`config.mk`:
```
export PLATFORM = sky130hd
export DESIGN_NAME = ensemble_frame_scheduler_flat
export DESIGN_NICKNAME = d
export VERILOG_FILES = /design/src/rtl/ensemble_frame_scheduler_if.sv /design/src/rtl/ensemble_frame_scheduler.sv /design/src/flat_wrapper.sv
export SDC_FILE = /design/constraint.sdc
export NUM_CORES = 1
export LEC_CHECK = 0
export BUFFER_PORTS_ARGS = -buffer_cell sky130_fd_sc_hd__clkbuf_2
export CAP_MARGIN = 20
export CORE_MARGIN = 2
export CORE_UTILIZATION = 49
export DETAILED_ROUTE_END_ITERATION = 12
export GPL_ROUTABILITY_DRIVEN = 0
export PLACE_DENSITY = 0.79
export SKIP_LAST_GASP = 1
export SYNTH_ARGS = -nofsm -noshare
export SYNTH_HDL_FRONTEND = slang
export SYNTH_SLANG_ARGS = --single-unit
```
`constraint.sdc`:
```
create_clock -name clk -period 2.7 [get_ports clk]
set_clock_uncertainty 0.15 [all_clocks]
set_input_delay 0.135 -clock clk [delete_from_list [all_inputs] [get_ports clk]]
set_output_delay 0.135 -clock clk [all_outputs]
set_load 0.01 [all_outputs]
```
`src/rtl/ensemble_frame_scheduler_if.sv`:
```
// Handshake and bus bundle between the histogram buffer, the frame scheduler and the ensemble.
// master = scheduler view, slave = surrounding-system view.
interface ensemble_frame_scheduler_if #(
  parameter int ADDR_W  = 10,
  parameter int CNT_W   = 20,
  parameter int LABEL_W = 5
);
  logic               frame_valid;
  logic               frame_ready;
  logic               mem_rd_en;
  logic [ADDR_W-1:0]  mem_rd_addr;
  logic [CNT_W-1:0]   mem_rd_data;
  logic               trans_start;
  logic [CNT_W-1:0]   bin_cnt;
  logic               ens_infer_ready;
  logic [LABEL_W-1:0] ens_winner;
  logic               result_valid;
  logic               result_ready;
  logic [LABEL_W-1:0] result_label;
  logic               result_timeout;
  logic               busy;

  modport master (
    input  frame_valid, mem_rd_data, ens_infer_ready, ens_winner, result_ready,
    output frame_ready, mem_rd_en, mem_rd_addr, trans_start, bin_cnt,
           result_valid, result_label, result_timeout, busy
  );

  modport slave (
    output frame_valid, mem_rd_data, ens_infer_ready, ens_winner, result_ready,
    input  frame_ready, mem_rd_en, mem_rd_addr, trans_start, bin_cnt,
           result_valid, result_label, result_timeout, busy
  );
endinterface

```
`src/rtl/ensemble_frame_scheduler.sv`:
```
// Streams one histogram frame into the spiking-net ensemble and returns the winning label.
// Optional performance counters are enabled with `define ENSEMBLE_SCHED_PERF_CNT_EN.
module ensemble_frame_scheduler #(
  parameter int NUM_BINS = 1024,
  parameter int ADDR_W   = 10,
  parameter int CNT_W    = 20,
  parameter int LABEL_W  = 5,
  parameter int TIMEOUT  = 65535,
  parameter int TO_W     = 16
) (
  input  logic clk,
  input  logic rst_n,
  ensemble_frame_scheduler_if.master bus
`ifdef ENSEMBLE_SCHED_PERF_CNT_EN
  ,
  output logic [15:0]     frames_done,
  output logic [TO_W-1:0] last_latency
`endif
);

  localparam logic [ADDR_W-1:0] LAST_ADDR = ADDR_W'(NUM_BINS - 1);
  localparam logic [TO_W-1:0]   TO_LAST   = TO_W'(TIMEOUT - 1);

  typedef enum logic [2:0] {S_IDLE, S_STREAM, S_FLUSH, S_WAIT_INFER, S_RESULT} state_t;

  state_t             state, state_nxt;
  logic [ADDR_W-1:0]  addr_p0;
  logic               trans_start_p0;
  logic               data_vld_p1;
  logic [TO_W-1:0]    to_cnt;
  logic [LABEL_W-1:0] label_q;
  logic               timeout_q;
  logic               to_expired;

  assign to_expired = (to_cnt == TO_LAST);

  always_ff @(posedge clk or negedge rst_n) begin
    if (!rst_n) state <= S_IDLE;
    else        state <= state_nxt;
  end

  always_comb begin
    state_nxt = state;
    case (state)
      S_IDLE:       if (bus.frame_valid) state_nxt = S_STREAM;
      S_STREAM:     if (addr_p0 == LAST_ADDR) state_nxt = S_FLUSH;
      S_FLUSH:      state_nxt = S_WAIT_INFER;
      S_WAIT_INFER: if (bus.ens_infer_ready || to_expired) state_nxt = S_RESULT;
      S_RESULT:     if (bus.result_ready) state_nxt = S_IDLE;
      default:      state_nxt = S_IDLE;
    endcase
  end

  // Stage p0: read issue; p1: buffer data returns one cycle later
  always_ff @(posedge clk or negedge rst_n) begin
    if (!rst_n) begin
      addr_p0        <= '0;
      trans_start_p0 <= 1'b0;
      data_vld_p1    <= 1'b0;
    end else begin
      trans_start_p0 <= (state == S_IDLE) && bus.frame_valid;
      data_vld_p1    <= (state == S_STREAM);
      addr_p0        <= ((state == S_STREAM) && (addr_p0 != LAST_ADDR)) ? addr_p0 + 1'b1 : '0;
    end
  end

  // Inference wait: the real winner takes priority over an expiring timeout
  always_ff @(posedge clk or negedge rst_n) begin
    if (!rst_n) begin
      to_cnt    <= '0;
      label_q   <= '0;
      timeout_q <= 1'b0;
    end else if (state == S_FLUSH) begin
      to_cnt <= '0;
    end else if (state == S_WAIT_INFER) begin
      if (bus.ens_infer_ready) begin
        label_q   <= bus.ens_winner;
        timeout_q <= 1'b0;
      end else if (to_expired) begin
        label_q   <= '1;
        timeout_q <= 1'b1;
      end else begin
        to_cnt <= to_cnt + 1'b1;
      end
    end
  end

`ifdef ENSEMBLE_SCHED_PERF_CNT_EN
  always_ff @(posedge clk or negedge rst_n) begin
    if (!rst_n) begin
      frames_done  <= '0;
      last_latency <= '0;
    end else begin
      if ((state == S_RESULT) && bus.result_ready)
        frames_done <= frames_done + 16'd1;
      if ((state == S_WAIT_INFER) && (bus.ens_infer_ready || to_expired))
        last_latency <= to_cnt + 1'b1;
    end
  end
`endif

  assign bus.frame_ready    = (state == S_IDLE);
  assign bus.busy           = (state != S_IDLE);
  assign bus.mem_rd_en      = (state == S_STREAM);
  assign bus.mem_rd_addr    = addr_p0;
  assign bus.trans_start    = trans_start_p0;
  assign bus.bin_cnt        = data_vld_p1 ? bus.mem_rd_data : '0;
  assign bus.result_valid   = (state == S_RESULT);
  assign bus.result_label   = label_q;
  assign bus.result_timeout = timeout_q;

endmodule

```
`src/flat_wrapper.sv`:
```
// flat-port wrapper written by rule: the top's interface ports become plain ports
module ensemble_frame_scheduler_flat 
#(
  parameter int NUM_BINS = 1024,
  parameter int ADDR_W   = 10,
  parameter int CNT_W    = 20,
  parameter int LABEL_W  = 5,
  parameter int TIMEOUT  = 65535,
  parameter int TO_W     = 16
)
  (clk, rst_n, bus_frame_valid, bus_mem_rd_data, bus_ens_infer_ready, bus_ens_winner, bus_result_ready, bus_frame_ready, bus_mem_rd_en, bus_mem_rd_addr, bus_trans_start, bus_bin_cnt, bus_result_valid, bus_result_label, bus_result_timeout, bus_busy);
  ensemble_frame_scheduler_if #(.ADDR_W(ADDR_W), .CNT_W(CNT_W), .LABEL_W(LABEL_W)) bus_i ();
  input  logic clk;
  input  logic rst_n;
  input wire logic [$bits(bus_i.frame_valid)-1:0] bus_frame_valid;
  input wire logic [$bits(bus_i.mem_rd_data)-1:0] bus_mem_rd_data;
  input wire logic [$bits(bus_i.ens_infer_ready)-1:0] bus_ens_infer_ready;
  input wire logic [$bits(bus_i.ens_winner)-1:0] bus_ens_winner;
  input wire logic [$bits(bus_i.result_ready)-1:0] bus_result_ready;
  output wire logic [$bits(bus_i.frame_ready)-1:0] bus_frame_ready;
  output wire logic [$bits(bus_i.mem_rd_en)-1:0] bus_mem_rd_en;
  output wire logic [$bits(bus_i.mem_rd_addr)-1:0] bus_mem_rd_addr;
  output wire logic [$bits(bus_i.trans_start)-1:0] bus_trans_start;
  output wire logic [$bits(bus_i.bin_cnt)-1:0] bus_bin_cnt;
  output wire logic [$bits(bus_i.result_valid)-1:0] bus_result_valid;
  output wire logic [$bits(bus_i.result_label)-1:0] bus_result_label;
  output wire logic [$bits(bus_i.result_timeout)-1:0] bus_result_timeout;
  output wire logic [$bits(bus_i.busy)-1:0] bus_busy;
  assign bus_i.frame_valid = bus_frame_valid;
  assign bus_i.mem_rd_data = bus_mem_rd_data;
  assign bus_i.ens_infer_ready = bus_ens_infer_ready;
  assign bus_i.ens_winner = bus_ens_winner;
  assign bus_i.result_ready = bus_result_ready;
  assign bus_frame_ready = bus_i.frame_ready;
  assign bus_mem_rd_en = bus_i.mem_rd_en;
  assign bus_mem_rd_addr = bus_i.mem_rd_addr;
  assign bus_trans_start = bus_i.trans_start;
  assign bus_bin_cnt = bus_i.bin_cnt;
  assign bus_result_valid = bus_i.result_valid;
  assign bus_result_label = bus_i.result_label;
  assign bus_result_timeout = bus_i.result_timeout;
  assign bus_busy = bus_i.busy;
  ensemble_frame_scheduler #(.NUM_BINS(NUM_BINS), .ADDR_W(ADDR_W), .CNT_W(CNT_W), .LABEL_W(LABEL_W), .TIMEOUT(TIMEOUT), .TO_W(TO_W)) u_core (.clk(clk), .rst_n(rst_n), .bus(bus_i));
endmodule
```
==> flow_summary.yaml, run 1 <==
floorplan:
  die_y_um: 67.74
  std_cell_rows: 23
  die_area_mm2: 0.004589
  die_x_um: 67.74
  pin_count: 71
  core_area_mm2: 0.003943
  start_util_pct: 50.49
setup_path:
  start_kind: "flip-flop"
  regToRegSetupSlack_ns: 0.40
  end_kind: "flip-flop"
  crit_slowest_cell: "a21o_1"
  worstPathCellList: "inv_1, ha_1, nand3_1, nor3_4, a21o_1, and2_1, o22a_1"
  crit_required_ns: 2.79
  cp_data_arrival_time_ns: 2.39
  setup.worst_path.class: "flip-flop to flip-flop"
  cp_max_fo: 19
  critPathMaxStageDelay_ns: 0.51
synth:
  syn_avg_cell_area_um2: 9.570
  synth.distinct_cells: 46
  ys_ff_latch: 37
  synthArstFlopShare_pct: 100.0
  yosysMostFrequentCell: "dfrtp_1"
  synth_edf_count: 0
  synthTopCellsByCount: "37 x dfrtp_1, 23 x and2_1, 22 x nor2_1, 18 x nand3_1, 12 x nand2_1"
  synth_top_cell_by_area: "dfrtp_1"
  synth.top_cell.area_share_pct: 46.51
  yosys_most_used_dff: "dfrtp_1"
  syn-num-nets: 241
  synthCells: 208
  synth_area_mm2: 0.001991
  ys.warnings.count: 0
  yosysSeqAreaShare_pct: 46.51
  synthTopCellsByArea: "dfrtp_1 47%, and2_1 7.2%, nand3_1 4.5%"
placement:
  pre_cts_ws_ns: 0.4200
  dp_cells: 320
  port_buffers: 70
  dpl.hpwl_um: 3255
timing:
  hold_viol_final: 0
  holdWs_ns: 0.1292
  finalSetupTns_ns: 0
  rsz0062_at_grt: "no"
  min_period_ns: 2.301
  fin_ws_ns: 0.3986
  maxSlewViolCount: 0
  fin_crit_sh_pct: 85.24
  maxSlewHeadroom_pct: 40.40
  fmax_ghz: 0.4345
  setup_viol: 0
  worstMarginPinSlew_ns: 0.8939
final_layout:
  nNetsFinal: 318
  seqCellArea_um2: 925.9
  num_antenna_cells: 0
  drive_gt1_share_pct: 29.37
  multiInputGateArea_um2: 998.5
  nFillCells: 335
  final_cell_count_no_fill: 336
  syn2layout_area_growth_pct: 29.67
  post-route-util_pct: 65.47
global_routing:
  grt_pass1_wl_um: 7189
  antenna_found_initial: 0
  grt_max_degree: 38
  grt_usage_pct: 21.52
  overflow: 0
  grt_pass1_vias: 1581
clock_tree:
  clockBufferDepth: 2
  clock_sinks: 37
  htree_levels: 2
  numCtsBuffers: 5
  cts_root_buf: "clkbuf_8"
  cts_resized: 0
  clkTransAtPathRegs_ns: 0.08
  cts_tree: "done"
  postCtsSetupBuffers: 0
  worstSkewPairLatency_ns: 0.29
drt:
  dr.first_iter.drc_count: 40
  drt-total-wl_um: 4506
  wl_per_cell_um: 13.41
  vias: 1804
  dr.pass1.iters: 4
  avgViaCountPerCell: 5.369
  antenna_left: 0
  drcViolationCount: 0
power:
  irDropWorstVdd_mv: 0.6164
  leakage_nw: 1.258
  power.density_mw_per_mm2: 857.7
hold_path:
  hold_path.class: "input pin to flip-flop"
flow_run:
  drv_cap: 0
status:
  status: "finished, final reports clean"
==> final timing paths <==
path / start / end / depth (start not counted)
worst max-delay path: u_core.to_cnt[0]$_DFFE_PN0P_ / u_core.bus.result_label[1]$_DFFE_PN0P_ / 7
worst min-delay path: bus_ens_infer_ready / u_core.to_cnt[9]$_DFFE_PN0P_ / 4
worst max register to register: u_core.to_cnt[0]$_DFFE_PN0P_ / u_core.bus.result_label[1]$_DFFE_PN0P_ / 7
worst min register to register: u_core.bus.result_label[2]$_DFFE_PN0P_ / u_core.bus.result_label[2]$_DFFE_PN0P_ / 1
max in group asynchronous: rst_n / u_core.to_cnt[13]$_DFFE_PN0P_ / 2
min in group asynchronous: rst_n / u_core.bus.mem_rd_addr[3]$_DFF_PN0_ / 2
==> stage by stage <==
step,area (um2),power [mW]
finish,2581,2.214
floorplan,1991,1.351
detailed placement,2364,1.643
global route,2581,2.377
global placement,2364,1.617
CTS,2581,2.234
==> kinds of logic after synthesis <==
| group | after synthesis | synth area share (%) |
|---|---|---|
| AND/OR/NAND/NOR | 108 | 30.17 |
| flip-flops | 37 | 46.51 |
| AO/OA/AOI/OAI | 32 | 11.82 |
| buffers and inverters | 14 | 3.331 |
| XOR/XNOR | 13 | 5.720 |
| adder cells (fa/ha/maj) | 3 | 1.886 |
| multiplexers | 1 | 0.5656 |
==> final cells by class <==
| class | instances | area share, % |
|---|---|---|
| multi-input cells | 157 | 38.68 |
| flip-flops and latches | 37 | 35.87 |
| repair buffers | 79 | 16.97 |
| clock buffers | 5 | 2.666 |
| clock inverters | 3 | 2.666 |
| well taps | 50 | 2.424 |
| inverters | 5 | 0.7271 |
==> sequential cells by signal (all words and copies together) (netlist names) <==
signal / flops
u_core.bus.mem_rd_addr: 10
u_core.bus.result_label: 5
u_core.bus.result_timeout: 1
u_core.bus.trans_start: 1
u_core.data_vld_p1: 1
u_core.state: 3
u_core.to_cnt: 16
==> layout by cell type, fill, tap and decap left out, drive strengths merged, types with 2 or more instances in the layout <==
cell type	count
dfrtp	37
or3	3
nor2	22
a21oi	7
or4	3
and2	23
nand3	18
nand4	3
a31oi	2
ha	3
nor3	3
bufinv	2
a21o	3
dlygate4sd3	8
o21a	2
nor2b	2
nor4	3
o22a	5
inv	6
nand2b	4
clkbuf	75
xnor2	8
o311ai	3
o31ai	2
xor2	5
nand2	12
and3	7
==> critical path, delay by kind of cell (launching register included) <==
family	cells	cell delay, ns
adders and majority gates	1	0.15
DFF	1	0.42
buffers and inverters	1	0.11
AOI/OAI and AO/OA	2	0.69
and+or+nand+nor	3	0.72
==> power by group <==
group | leakage, nW | switching, mW | internal (mW) | total (mW)
clock | 0.0687 | 0.205 | 0.372 | 0.576
sequential | 0.481 | 0.150 | 0.690 | 0.840
combinational | 0.708 | 0.443 | 0.355 | 0.798
total | 1.26 | 0.798 | 1.42 | 2.21
==> timing repair <==
item,CTS,global route
hold buffers,8,0
hold endpoints to repair,44,0
setup endpoints to repair,0,0
==> routing by layer <==
metal  global-route usage [%]  share of wire (%)  vias up
met5                        0                  0        -
met4                    6.378                1.2        0
met3                    6.000                8.6        5
met2                    36.89                 47       72
met1                    26.26                 43      832
li1                         -                  -      895
No activity file was read; power rests on OpenSTA's default activity.
==> run 2: changes to the inputs <==
--- a/config.mk
+++ b/config.mk
@@ -8,10 +8,10 @@
 export BUFFER_PORTS_ARGS = -buffer_cell sky130_fd_sc_hd__clkbuf_2
 export CAP_MARGIN = 20
 export CORE_MARGIN = 2
-export CORE_UTILIZATION = 49
+export CORE_UTILIZATION = 40
 export DETAILED_ROUTE_END_ITERATION = 12
 export GPL_ROUTABILITY_DRIVEN = 0
-export PLACE_DENSITY = 0.79
+export PLACE_DENSITY = 0.69
 export SKIP_LAST_GASP = 1
 export SYNTH_ARGS = -nofsm -noshare
 export SYNTH_HDL_FRONTEND = slang
==> constraint.sdc (replaced) <==
create_clock -name clk -period 2.1 [get_ports clk]
set_clock_uncertainty 0.15 [all_clocks]
set_input_delay 0.105 -clock clk [delete_from_list [all_inputs] [get_ports clk]]
set_output_delay 0.105 -clock clk [all_outputs]
set_load 0.01 [all_outputs]
==> run 2 against run 1 <==
  * Non-clock buffer count rose by 13
  * Power rose by 21%
  * Fmax rose by 17%
  * First-iteration DRC count rose by 60%
  * Via count rose by 1.7%
  * Count of clock-buffer cells in the layout rose by 1
  * Largest cell class unchanged
==> flow_summary.yaml, run 2 (synthesized netlist as in run 1, its figures left out) <==
power:
  power.density_mw_per_mm2: 1008
  leakage_nw: 1.291
  fin_total_pwr_mw: 2.680
  irDropWorstVdd_mv: 0.8215
timing:
  rsz0062_at_grt: "yes"
  fin_ws_ns: 0.1360
  maxSlewHeadroom_pct: 64.75
  min_period_ns: 1.964
  fmax_ghz: 0.5092
  setup_viol: 0
  holdWs_ns: 0.07616
  finalSetupTns_ns: 0
  hold_viol_final: 0
  worstMarginPinSlew_ns: 0.5275
  fin_crit_sh_pct: 93.53
  maxSlewViolCount: 0
global_routing:
  antenna_found_initial: 0
  grt_max_degree: 27
  grt_usage_pct: 18.14
  grt_pass1_wl_um: 7824
  overflow: 0
  grt_pass1_vias: 1772
final_layout:
  seqCellArea_um2: 925.9
  nNetsFinal: 331
  final_common_cell: "clkbuf_2"
  final_cell_count_no_fill: 366
  nFillCells: 448
  mostFrequentLayoutCells: "70 x clkbuf_2, 37 x dfrtp_1, 23 x and2_1"
  largest_reg_flops: 16
  syn2layout_area_growth_pct: 33.50
  top_register: "u_core.to_cnt"
  num_antenna_cells: 0
  final_cell_area_mm2: 0.002658
  drive_gt1_share_pct: 32.78
  post-route-util_pct: 55.89
  multiInputGateArea_mm2: 0.001006
setup_path:
  critPathMaxStageDelay_ns: 0.51
  crit_top_cell: "and3_4"
  crit_required_ns: 2.17
  r2r-end: "u_core.to_cnt[13]$_DFFE_PN0P_"
  r2r_cells: 5
  regToRegSetupSlack_ns: 0.14
  cp_max_fo: 13
  worstPathCellList: "and3_4, and3_4, a21o_2, or4_1, a21oi_1"
  start_kind: "flip-flop"
  crit_slowest_cell: "or4_1"
  cp_data_arrival_time_ns: 2.03
  end_kind: "flip-flop"
  setup.worst_path.class: "flip-flop to flip-flop"
  r2r-start: "u_core.to_cnt[5]$_DFFE_PN0P_"
placement:
  placed_cell_area_mm2: 0.002482
  dpl.hpwl_um: 3513
  port_buffers: 70
  dp_cells: 350
  pre_cts_ws_ns: 0.02745
drt:
  dr.pass1.iters: 4
  avgViaCountPerCell: 5.014
  wl_per_cell_um: 12.61
  drcViolationCount: 0
  drt-total-wl_um: 4616
  dr.first_iter.drc_count: 64
  vias: 1835
  antenna_left: 0
floorplan:
  start_util_pct: 41.87
  core_area_mm2: 0.004755
  die_area_mm2: 0.005557
  die_x_um: 74.55
  pin_count: 71
  die_y_um: 74.55
  std_cell_rows: 25
status:
  status: "finished, final reports clean"
clock_tree:
  numCtsBuffers: 5
  clkTransAtPathRegs_ns: 0.08
  worstSkewPairLatency_ns: 0.29
  htree_levels: 2
  postCtsSetupBuffers: 0
  cts_root_buf: "clkbuf_8"
  clockBufferDepth: 2
  cts_tree: "done"
  clock_sinks: 37
flow_run:
  drv_cap: 0
hold_path:
  hold_path.class: "input pin to async pin"
run 2: power breakdown:
part	internal, mW	switching (mW)
clock network	0.234	0.261
registers	0.887	0.149
logic	0.522	0.626
run 2: worst max-delay path by stage:
stage                     slack, ns                             to                          from  cells after the start
after floorplan                0.17  u_core.to_cnt[13]$_DFFE_PN0P_  u_core.to_cnt[0]$_DFFE_PN0P_                      8
after CTS                      0.03   u_core.to_cnt[5]$_DFFE_PN0P_  u_core.to_cnt[6]$_DFFE_PN0P_                      6
final                          0.14  u_core.to_cnt[13]$_DFFE_PN0P_  u_core.to_cnt[5]$_DFFE_PN0P_                      5
after global routing          -0.01   u_core.to_cnt[5]$_DFFE_PN0P_  u_core.to_cnt[0]$_DFFE_PN0P_                      8
after global placement         0.10   u_core.to_cnt[5]$_DFFE_PN0P_  u_core.to_cnt[6]$_DFFE_PN0P_                      6
after detailed placement       0.03   u_core.to_cnt[5]$_DFFE_PN0P_  u_core.to_cnt[6]$_DFFE_PN0P_                      6
run 2: final cells by class:
class                           count  share of cell area [%]
Multi-Input combinational cell    157                   37.85
Sequential cell                    37                   34.84
Timing Repair Buffer               92                   20.15
Tap cell                           67                   3.154
Clock buffer                        6                   2.731
Inverter                            5                  0.7062
Clock inverter                      2                  0.5650
run 2: worst max-delay path, delay by kind of cell, from the launching register on:
kind / cells / cell delay, ns
AO/OA/AOI/OAI: 2 / 0.44
flip-flops: 1 / 0.42
AND/OR/NAND/NOR: 3 / 0.89
run 2: what timing repair did:
action,in CTS,in global routing
endpoints found under the setup margin,0,10
gates resized for setup,0,3
hold endpoints to repair,44,0
hold buffers,8,0
run 2: routing by layer:
| metal | vias up | wire, um | share of wire (%) | global-route usage [%] |
|---|---|---|---|---|
| met5 | - | 0 | 0 | 0 |
| met4 | 0 | 78 | 1.7 | 6.944 |
| met3 | 9 | 289 | 6.3 | 2.439 |
| met2 | 66 | 2120 | 46 | 30.88 |
| met1 | 846 | 2128 | 46 | 23.51 |
| li1 | 914 | - | - | - |
